`src/rtl/round_referee.sv`:
```
// Tug-of-War round controller: dark delay, lights, first-push arbitration.
// Ports: clk, rst, pb_l, pb_r, score[6:0] in; winrnd, right, leds_on out.
module round_referee #(
  parameter int MIN_DELAY = 1000,
  parameter int RAND_BITS = 12,
  parameter int CNT_W     = 16
) (
  input  logic       clk,
  input  logic       rst,
  input  logic       pb_l,
  input  logic       pb_r,
  input  logic [6:0] score,
  output logic       winrnd,
  output logic       right,
  output logic       leds_on
);

  typedef enum logic [2:0] {
    IDLE,
    DARK,
    LIT,
    REPORT,
    OVER
  } state_t;

  localparam logic [15:0] LFSR_SEED = 16'hACE1;
  // x^16+x^14+x^13+x^11+1, right-shifting Galois form
  localparam logic [15:0] LFSR_TAPS = 16'hB400;

  localparam logic [6:0] SC_WL  = 7'b1110000;
  localparam logic [6:0] SC_WR  = 7'b0000111;
  localparam logic [6:0] SC_ERR = 7'b1010101;

  state_t           state_q;
  logic [CNT_W-1:0] cnt_q;
  logic [15:0]      lfsr_q;
  logic [15:0]      lfsr_d;
  logic             pl_q;
  logic             pr_q;
  logic             winrnd_q;
  logic             right_q;
  logic             leds_q;

  logic             push_l;
  logic             push_r;
  logic             any_push;
  logic             who_right;
  logic             game_end;
  logic [CNT_W-1:0] delay_d;

  assign push_l   = pb_l & ~pl_q;
  assign push_r   = pb_r & ~pr_q;
  assign any_push = push_l | push_r;

  // Simultaneous pushes are settled by the LFSR coin.
  assign who_right = (push_l & push_r) ? lfsr_q[0] : push_r;

  assign game_end = (score == SC_WL) | (score == SC_WR) |
                    (score == SC_ERR);

  assign delay_d = CNT_W'(MIN_DELAY) +
                   CNT_W'(lfsr_q[RAND_BITS-1:0]);

  assign lfsr_d = {1'b0, lfsr_q[15:1]} ^
                  (lfsr_q[0] ? LFSR_TAPS : 16'h0000);

  always_ff @(posedge clk or posedge rst) begin
    if (rst) begin
      state_q  <= IDLE;
      cnt_q    <= '0;
      lfsr_q   <= LFSR_SEED;
      pl_q     <= 1'b1;
      pr_q     <= 1'b1;
      winrnd_q <= 1'b0;
      right_q  <= 1'b0;
      leds_q   <= 1'b0;
    end else begin
      lfsr_q <= lfsr_d;
      pl_q   <= pb_l;
      pr_q   <= pb_r;
      unique case (state_q)
        IDLE: begin
          winrnd_q <= 1'b0;
          leds_q   <= 1'b0;
          if (game_end) begin
            right_q <= 1'b0;
            state_q <= OVER;
          end else if (!pb_l && !pb_r) begin
            cnt_q   <= delay_d;
            state_q <= DARK;
          end
        end
        DARK: begin
          if (any_push) begin
            right_q  <= who_right;
            winrnd_q <= 1'b1;
            state_q  <= REPORT;
          end else begin
            cnt_q <= cnt_q - CNT_W'(1);
            if (cnt_q == CNT_W'(1)) begin
              leds_q  <= 1'b1;
              state_q <= LIT;
            end
          end
        end
        LIT: begin
          if (any_push) begin
            right_q  <= who_right;
            winrnd_q <= 1'b1;
            state_q  <= REPORT;
          end
        end
        REPORT: begin
          winrnd_q <= 1'b0;
          leds_q   <= 1'b0;
          state_q  <= IDLE;
        end
        OVER: begin
          winrnd_q <= 1'b0;
          right_q  <= 1'b0;
          leds_q   <= 1'b0;
        end
        default: state_q <= IDLE;
      endcase
    end
  end

  assign winrnd  = winrnd_q;
  assign right   = right_q;
  assign leds_on = leds_q;

endmodule

```
`config.mk`:
```
export PLATFORM = sky130hd
export DESIGN_NAME = round_referee
export DESIGN_NICKNAME = d
export VERILOG_FILES = /design/src/rtl/round_referee.sv
export SDC_FILE = /design/constraint.sdc
export NUM_CORES = 1
export LEC_CHECK = 0
export CORE_ASPECT_RATIO = 2
export CORE_MARGIN = 3
export CORE_UTILIZATION = 56
export DETAILED_ROUTE_END_ITERATION = 8
export GPL_TIMING_DRIVEN = 1
export PLACE_DENSITY_LB_ADDON = 0.08
export RECOVER_POWER = 50
export SLEW_MARGIN = 20
export SYNTH_ARGS = -nofsm -noshare
export SYNTH_HDL_FRONTEND = slang
export SYNTH_SLANG_ARGS = --single-unit
export TNS_END_PERCENT = 50
```
`constraint.sdc`:
```
create_clock -name clk -period 3.4 [get_ports clk]
set_input_delay 0.51 -clock clk [delete_from_list [all_inputs] [get_ports clk]]
set_output_delay 0.51 -clock clk [all_outputs]
set_load 0.01 [all_outputs]
```
==> out/qor.yml <==
cts_buffer_depth: 2
worstHoldEndpoint: "lfsr_q[11]$_DFF_PP1_"
r2r_start: "state_q[0]$_DFFE_PP0P_"
synth_warnings: 0
cts_buffers: 5
yosysSeqAreaShare: 0.474
seq_area_mm2: 0.00101
wl_per_cell_um: 17.6
whs_ns: 0.353
io_buffers: 13
min_path_cells: 0
syn-cell-area_mm2: 0.00214
die_area_mm2: 0.00464
pwr_density_cell_mw_per_mm2: 687
fmax_ghz: 0.411
outcome: "finished, violations left"
final_layout_size_suffix_gt1_frac: 0.152
grt_max_degree: 41
drc: 0
cp_top_family: "buffers and inverters"
initial_utilization: 0.586
grt_util_all_layers: 0.229
die_y_um: 93.4
start_kind: "input pin"
finalMaxSlewViolations: 41
critical_path_class: "in2async"
n_antenna_cell: 0
drt-total-wl_mm: 4.78
grt_overflow: 0
drtIter0Drc: 68
hold_path.class: "reg2reg"
vias_per_cell: 6.24
drt_pass1_iterations: 5
critPathBufInv: 3
timing.final.ws_setup_ns: 0.965
fin_nets: 236
cpPeakStageDelay_ns: 1.46
layout_min_cycle_time_ns: 2.43
cts_tree: "yes"
leakagePower_nw: 0.998
core_area_mm2: 0.00365
worst_path_max_delay_cell: "clkbuf_1"
ir_drop_uv: 475
path_cells: "clkdlybuf4s50_1 -> inv_1 -> clkbuf_1"
syn_to_final_growth_pct: 13.5
ant_nets: 0
vias: 1696
rrSetupSlack_ns: 1.12
crit_arrival_ns: 2.43
cts_hold_buf: 0
rows: 31
synthArstFlopShare: 1.00
grt_setup_unrepaired: "no"
htreeDepth: 2
synthTopCellsByCount: "dfrtp_1, nor2_1, nand2_1"
worstHoldStart: "lfsr_q[12]$_DFF_PP0_"
yosysMostFrequentCell: "dfrtp_1"
maxCapViolations: 1
syn_nets: 220
placed_cell_area_mm2: 0.00231
finalHoldViolations: 0
n_fill_cell: 315
postSynthCellCount: 206
path_max_fanout: 40
stdcell_area_mm2: 0.00243
clk_pin_slew_worst_paths_ns: 0.07
grt_pass1_vias: 1813
r2r_cells: 7
violations: "max-capacitance violations, max-slew violations"
r2r_end: "cnt_q[5]$_DFFE_PP0P_"
tns_ns: 0
antenna_found_initial: 0
clk_latency_ns: 0.29
crit_required_ns: 3.40
fin_crit_sh: 0.716
ys_types: 59
synth_top_area_cell: "dfrtp_1"
crit_path_end_kind: "asynchronous set/reset pin"
multi_input_area_mm2: 0.00106
cts-root-buf: "clkbuf_8"
setup_viol: 0
clock_sinks: 40
worstMarginPinSlew_ns: 2.04
cts_resized: 0
synth.top_cell.area_share: 0.351
fin_skew_ns: 0.00997
dp_worst_setup_slack_ns: 0.987
slew_headroom: -0.361
grt_pass1_wl_mm: 8.09
final_util: 0.665
postCtsSetupRepairBufs: 0
ys_seq_elements: 40
place_congestion: 0.890
ioPinCount: 14
avgSynthCellArea_um2: 10.4
hpwl_mm: 3.60
ys.flop_type: "dfrtp_1"
synth_edf_count: 0
die_w_um: 49.7
synth_top_cells_by_area: "dfrtp_1, dfstp_2, xor2_1, nor2_1, nand2_1"
worst reg2reg max path, delay by kind of cell, from the launching register on:
kind	cells	cell delay, ns
AND/OR/NAND/NOR	3	0.53
flip-flops	1	0.80
buffers and inverters	2	0.50
AO/OA/AOI/OAI	2	0.33
stage by stage:
stage	instances	power, W
global placement	264	0.00124
detailed placement	264	0.00126
floorplan	206	0.00110
global route	272	0.00177
CTS	272	0.00168
finish	272	0.00167
metal layers:
metal | up-vias | track usage | share of wire
li1 | 785 | - | -
met3 | 22 | 0.0399 | 0.038
met5 | - | 0 | 0
met1 | 843 | 0.224 | 0.35
met4 | 0 | 0.159 | 0.054
met2 | 46 | 0.418 | 0.56
flip-flops by register name, indices dropped and copies added, names as in the netlist:
register,cells
cnt_q,16
leds_on,1
lfsr_q,16
pl_q,1
pr_q,1
right,1
state_q,3
winrnd,1
worst max path at each step:
stage,start,to,slack (ns),depth (start not counted)
after floorplan,score[0],cnt_q[5]$_DFFE_PP0P_,1.57,5
after global placement,score[2],cnt_q[3]$_DFFE_PP0P_,1.06,6
after detailed placement,score[1],cnt_q[12]$_DFFE_PP0P_,0.99,7
after CTS,state_q[0]$_DFFE_PP0P_,cnt_q[5]$_DFFE_PP0P_,1.14,7
after global routing,rst,cnt_q[5]$_DFFE_PP0P_,0.57,3
final,rst,cnt_q[6]$_DFFE_PP0P_,0.97,3
layout by cell type, fill, tap and decap left out, types with 2 or more instances in the layout:
cell type        count
dfstp_1              5
clkbuf_8             6
a21oi_1             13
nand2b_1             3
nor3_2               2
ha_1                 3
or4_1                2
nand3b_1             3
xor2_1              10
o22ai_1              2
nor2_1              20
o21ai_0             10
clkdlybuf4s50_1     11
nand3_1              5
o31a_1               3
nand2_1             18
inv_1                5
buf_4                2
dlygate4sd3_1        2
o31ai_1              3
nor4_1               2
a2111oi_2            2
or3_1                2
nand4_1              3
xnor2_1              3
nor4_2               2
nor4_4               2
nor3b_1              2
dfstp_2              5
nor3_1               9
o211ai_1             2
dfrtp_1             30
final cells by class:
type,count,share of cell area
Tap cell,49,0.0253
Multi-Input combinational cell,154,0.438
Timing Repair Buffer,16,0.0614
Inverter,5,0.00774
Clock buffer,6,0.0340
Sequential cell,40,0.418
Clock inverter,2,0.0160
where the power goes:
group / internal [W] / switching (W) / total [W]
logic: 0.000237 / 0.000307 / 0.000544
clock network: 0.000240 / 0.000167 / 0.000407
registers: 0.000558 / 0.000158 / 0.000715
total: 0.00103 / 0.000632 / 0.00167
logic make-up after synthesis:
family / Yosys count / share of synthesized area
flops: 40 / 0.474
xor+xnor: 13 / 0.0532
simple gates: 86 / 0.253
fa+ha+maj: 3 / 0.0176
mux: 2 / 0.00995
compound gates: 50 / 0.163
buf+inv: 12 / 0.0293
Power figures use the tool's default switching activity.
